$ cat src/rtl/core_types_pkg.sv
// Shared core types: ALU op encoding (RV32I funct3-style opcode plus SUB/SRA
// select) and requester-count limit for the shared-ALU scheduler.
package core_types_pkg;

  typedef struct packed {
    logic [2:0] alu_opcode;
    logic       aux_sel;
  } alu_op_t;

  localparam logic [2:0] ALU_ADD  = 3'd0;
  localparam logic [2:0] ALU_SLL  = 3'd1;
  localparam logic [2:0] ALU_SLT  = 3'd2;
  localparam logic [2:0] ALU_SLTU = 3'd3;
  localparam logic [2:0] ALU_XOR  = 3'd4;
  localparam logic [2:0] ALU_SR   = 3'd5;
  localparam logic [2:0] ALU_OR   = 3'd6;
  localparam logic [2:0] ALU_AND  = 3'd7;

  localparam int ALU_SCHED_MAX_REQ = 8;

endpackage

$ cat src/rtl/dl_rr_arb.sv
// Round-robin arbiter: one-hot grant to the first active request at or after
// ptr (with wrap). en=0 suppresses the grant and forces gnt_idx to 0.
module dl_rr_arb #(
  parameter  int N_REQ = 2,
  localparam int ID_W  = (N_REQ > 1) ? $clog2(N_REQ) : 1
) (
  input  logic [N_REQ-1:0] req,
  input  logic [ID_W-1:0]  ptr,
  input  logic             en,
  output logic [N_REQ-1:0] gnt,
  output logic [ID_W-1:0]  gnt_idx
);

  logic            found;
  logic [ID_W:0]   sum;
  logic [ID_W-1:0] idx;

  always_comb begin
    gnt     = '0;
    gnt_idx = '0;
    found   = 1'b0;
    sum     = '0;
    idx     = '0;
    for (int k = 0; k < N_REQ; k++) begin
      // one spare bit so ptr+k can exceed N_REQ-1 before the wrap
      sum = {1'b0, ptr} + (ID_W+1)'(k);
      if (sum >= (ID_W+1)'(N_REQ)) sum = sum - (ID_W+1)'(N_REQ);
      idx = sum[ID_W-1:0];
      if (en && !found && req[idx]) begin
        found    = 1'b1;
        gnt[idx] = 1'b1;
        gnt_idx  = idx;
      end
    end
  end

endmodule

$ cat src/rtl/alu_sched.sv
// Shares one ALU between N_REQ requesters: round-robin issue, 1-cycle result
// register tagged with requester id. Optional counters under ALU_SCHED_PERF_EN.
module alu_sched import core_types_pkg::*; #(
  parameter  int N_BITS = 32,
  parameter  int N_REQ  = 2,
  localparam int ID_W   = (N_REQ > 1) ? $clog2(N_REQ) : 1
) (
  input  logic                          clk,
  input  logic                          rst_n,
  input  logic [N_REQ-1:0]              req_valid,
  output logic [N_REQ-1:0]              req_ready,
  input  alu_op_t [N_REQ-1:0]           req_op,
  input  logic [N_REQ-1:0][N_BITS-1:0]  req_in0,
  input  logic [N_REQ-1:0][N_BITS-1:0]  req_in1,
  output alu_op_t                       alu_op,
  output logic [N_BITS-1:0]             alu_in0,
  output logic [N_BITS-1:0]             alu_in1,
  input  logic [N_BITS-1:0]             alu_out,
  output logic                          resp_valid,
  input  logic                          resp_ready,
  output logic [ID_W-1:0]               resp_id,
  output logic [N_BITS-1:0]             resp_data
`ifdef ALU_SCHED_PERF_EN
  ,
  output logic [N_REQ-1:0][31:0]        perf_grant_cnt,
  output logic [31:0]                   perf_stall_cnt
`endif
);

  logic              can_issue, accept;
  logic [N_REQ-1:0]  gnt;
  logic [ID_W-1:0]   gnt_idx;
  logic              resp_valid_q, resp_valid_d;
  logic [ID_W-1:0]   resp_id_q, resp_id_d;
  logic [N_BITS-1:0] resp_data_q, resp_data_d;

  assign can_issue = !resp_valid_q || resp_ready;

  generate
    if (N_REQ == 1) begin : g_single
      assign gnt     = req_valid & {N_REQ{can_issue}};
      assign gnt_idx = '0;
    end else begin : g_arb
      logic [ID_W-1:0] ptr_q, ptr_d;

      dl_rr_arb #(.N_REQ(N_REQ)) u_arb (
        .req     (req_valid),
        .ptr     (ptr_q),
        .en      (can_issue),
        .gnt     (gnt),
        .gnt_idx (gnt_idx)
      );

      always_comb begin
        ptr_d = ptr_q;
        if (accept)
          ptr_d = (gnt_idx == ID_W'(N_REQ-1)) ? '0 : gnt_idx + ID_W'(1);
      end

      always_ff @(posedge clk or negedge rst_n) begin
        if (!rst_n) ptr_q <= '0;
        else        ptr_q <= ptr_d;
      end
    end
  endgenerate

  assign req_ready = gnt;
  assign accept    = |gnt;

  // gnt_idx is 0 without a grant, so idle cycles show requester 0's fields
  assign alu_op  = req_op[gnt_idx];
  assign alu_in0 = req_in0[gnt_idx];
  assign alu_in1 = req_in1[gnt_idx];

  always_comb begin
    resp_valid_d = resp_valid_q;
    resp_id_d    = resp_id_q;
    resp_data_d  = resp_data_q;
    if (accept) begin
      resp_valid_d = 1'b1;
      resp_id_d    = gnt_idx;
      resp_data_d  = alu_out;
    end else if (resp_ready) begin
      resp_valid_d = 1'b0;
    end
  end

  always_ff @(posedge clk or negedge rst_n) begin
    if (!rst_n) begin
      resp_valid_q <= 1'b0;
      resp_id_q    <= '0;
      resp_data_q  <= '0;
    end else begin
      resp_valid_q <= resp_valid_d;
      resp_id_q    <= resp_id_d;
      resp_data_q  <= resp_data_d;
    end
  end

  assign resp_valid = resp_valid_q;
  assign resp_id    = resp_id_q;
  assign resp_data  = resp_data_q;

`ifdef ALU_SCHED_PERF_EN
  logic [31:0] grant_cnt_q [N_REQ];
  logic [31:0] stall_cnt_q;

  for (genvar r = 0; r < N_REQ; r++) begin : g_perf
    always_ff @(posedge clk or negedge rst_n) begin
      if (!rst_n)      grant_cnt_q[r] <= '0;
      else if (gnt[r]) grant_cnt_q[r] <= grant_cnt_q[r] + 32'd1;
    end
    assign perf_grant_cnt[r] = grant_cnt_q[r];
  end

  always_ff @(posedge clk or negedge rst_n) begin
    if (!rst_n)                      stall_cnt_q <= '0;
    else if (|req_valid && !accept)  stall_cnt_q <= stall_cnt_q + 32'd1;
  end
  assign perf_stall_cnt = stall_cnt_q;
`endif

endmodule

$ cat config.mk
export PLATFORM = sky130hd
export DESIGN_NAME = alu_sched
export DESIGN_NICKNAME = d
export VERILOG_FILES = /design/src/rtl/core_types_pkg.sv /design/src/rtl/dl_rr_arb.sv /design/src/rtl/alu_sched.sv
export SDC_FILE = /design/constraint.sdc
export NUM_CORES = 1
export LEC_CHECK = 0
export CORE_AREA = 2 2 108 110
export CTS_CLUSTER_DIAMETER = 120
export CTS_CLUSTER_SIZE = 10
export DETAILED_ROUTE_END_ITERATION = 10
export DIE_AREA = 0 0 110 112
export PLACE_DENSITY = 0.65
export SKIP_LAST_GASP = 1
export SLEW_MARGIN = 20
export SYNTH_ARGS = -nofsm -noshare
export SYNTH_HDL_FRONTEND = slang
export SYNTH_SLANG_ARGS = --single-unit
$ cat constraint.sdc
create_clock -name clk -period 1.5 [get_ports clk]
set_clock_uncertainty 0.05 [all_clocks]
set_input_delay 0.225 -clock clk [delete_from_list [all_inputs] [get_ports clk]]
set_output_delay 0.225 -clock clk [all_outputs]
set_load 0.01 [all_outputs]
==> reports/qor.csv <==
metric,value,unit
total inserted antenna cells,0,
slowest cell on the critical path,dfrtp_1,
sum of overflow across all layers after global routing,0,
Clock Sinks,35,
detailed-route wire length per cell,17.7,µm
post-route clock period utilization,135,%
reg2reg start,resp_valid,
start-to-end type of the worst setup path,reg -> out,
CTS tree,built,
power density relative to cell area,713,nW/µm²
half-perimeter wire length after detailed placement,8040,µm
total via count in the routed design,2616,
worst hold path type,in -> async,
cell total after placement,581,
area of the core region,11200,µm²
global-route wire length before repair,14800,µm
area of the mapped netlist,2200,µm²
run status,"complete, but fails checks",
Period minus WS final,2030,ps
"Slew Viols, Final",0,
total leakage power,0.00278,µW
Required @ worst endpoint,1220,ps
post-route setup TNS,-36330,ps
largest voltage drop on the vdd net,0.644,mV
# H-tree levels,2,
kind of start point of the critical path,register,
number of distinct library cells after synthesis,15,
post-synth net total,332,
kind of cell adding the most delay to the critical path,buffers and inverters,
total clock buffers created by CTS,5,
violated checks,setup timing,
Placement Rows,39,
vias per std cell,4.22,
achievable frequency,492,MHz
router iterations before antenna repair,4,
number of failing hold endpoints at the final stage,0,
clock latency reported for the late side of the worst-skew pair,270,ps
"Area growth, synth to finish",178,%
Bufs on Longest Clock Path,2,
number of max-capacitance violations reported,0,
Crit path buffers/inverters,4,
aggregate routed wire length,11000,µm
number of port buffers,276,
All-Layer GR Usage,15.9,%
number of top-level design ports,277,
CP Launch Point,resp_valid,
antenna violations before repair,0,
Seq cells post-synth,35,
vias in the first global route,2711,
RSZ-0062 raised after global routing,true,
hold buffers post-CTS,0,
Worst Path Max Fanout,7,
"antenna viol nets, final",0,
PnR worst setup slack,-531,ps
Clk Tree Root Cell,clkbuf_16,
max incr delay on CP,400,ps
layout net count,649,
width of the die,110,µm
worst hold slack,251,ps
dpl cell area,5200,µm²
drt drc,0,
final estimated routing congestion in global placement,0.796,
internal reg-to-reg setup slack,-200,ps
post-route design area,6100,µm²
Final Setup Violations,102,
number of warnings reported in the yosys synthesis log,0,
number of cells in the finished layout apart from fillers,620,
largest net degree at the start of global routing,19,
die area,12300,µm²
Die Ht,112,µm
number of cells produced by synthesis,159,
data arrival time at the worst-slack endpoint,1760,ps
actual transition at the worst max-transition pin,221,ps
clock-pin slew on the worst setup and hold paths,50,ps
kind of capture point of the worst setup path,primary output,
Initial Utilization,19.7,%
fraction of final layout cells sized beyond drive strength 1,47.8,%
DRC violation total after the first TritonRoute iteration,88,
sequential cell area fraction in the yosys report,39.9,%
slew margin rel.,85.2,%
mean instance size in the synthesized netlist,13.8,µm²
CP Cell Sequence,nand2b_4 -> nand3_4 -> buf_12 -> buf_8 -> clkbuf_16 -> mux2_4 -> buf_6,
==> synth_stat cells <==
library cell | number | area share [%]
a21oi_1 | 2 | 0.46
buf_4 | 1 | 0.34
mux2_4 | 9 | 6.2
buf_2 | 5 | 1.1
nand2_1 | 2 | 0.34
buf_6 | 5 | 2.6
inv_1 | 1 | 0.17
mux2_2 | 91 | 47
nor2_1 | 2 | 0.34
and3_1 | 1 | 0.29
o21a_1 | 1 | 0.34
a31oi_1 | 1 | 0.29
dfrtp_1 | 35 | 40
nand3_2 | 1 | 0.46
nand2b_1 | 2 | 0.57
==> worst reg2reg max path, delay by kind of cell (launching register included) <==
kind	cells	cell delay, ps
multiplexers	1	330
AO/OA/AOI/OAI	1	170
AND/OR/NAND/NOR	1	100
flip-flops	1	400
buffers and inverters	5	530
==> sequential cells by signal, indices dropped and copies added, names as in the netlist <==
name	flops
resp_data	32
g_arb.ptr_q	1
resp_id	1
resp_valid	1
==> cell families after synthesis <==
kind of cell	after synthesis	share of synthesized area [%]
compound gates	4	1.08
mux	100	52.8
simple gates	8	1.99
flops	35	39.9
buf+inv	12	4.22
==> per-stage QoR <==
stage	setup slack [ps]	utilization (%)	total power (µW)
CTS	-546	51.8	4230
global placement	-839	46.5	2960
floorplan	-46.5	-	1810
global route	-583	54.6	4570
finish	-531	54.6	4350
detailed placement	-838	46.5	2980
==> repair_timing <==
item                                    in CTS  in global routing
endpoints found under the setup margin     103                105
resized for setup                          368                 71
cloned                                       9                  1
pin swaps                                    1                  0
endpoints found under the hold margin        0                  0
setup buffers                               13                 12
==> final timing paths <==
path,to,cells past startpoint
hold reg to reg,resp_data[12],1
max in group asynchronous,resp_data[29],2
setup reg to reg,resp_data[18],8
min in group clk,resp_valid,4
setup / recovery,alu_in0[31],7
hold / removal,resp_data[14],2
==> routing by layer <==
metal	routed length [µm]	GRT usage (%)	vias up	part of all wire, %
met5	0	0	-	0
met4	180	4.14	0	1.6
met3	1070	4.80	14	9.8
met2	5850	29.5	149	53
met1	3850	17.3	1235	35
li1	-	-	1218	-
==> cell type report <==
class / instances / area (µm²)
Clock buffer: 7 / 133
Multi-Input combinational cell: 112 / 1440
Timing Repair Buffer: 321 / 3470
Fill cell: 969 / 5070
Inverter: 1 / 3.75
Tap cell: 143 / 179
Sequential cell: 35 / 876
Clock inverter: 1 / 5.00
==> where the power goes <==
part,total [µW],switching [µW],leakage [µW],internal (µW)
Sequential,1150,68.3,0.000406,1080
Combinational,2230,697,0.00231,1530
Clock,971,358,0.0000679,613
Total,4350,1120,0.00278,3230
==> placed cells by master (no fill, tap or decap), types with 2 or more instances in the layout <==
master,count
buf_2,8
dlymetal6s2s_1,3
dfrtp_1,35
nor2_1,2
buf_16,7
mux2_2,45
clkbuf_1,2
buf_6,78
buf_12,8
mux2_4,55
dlygate4sd2_1,3
buf_4,12
nand2_1,2
nand2b_4,2
a21oi_1,2
clkbuf_16,6
clkdlybuf4s50_1,199
(Power assumes the default switching activity.)
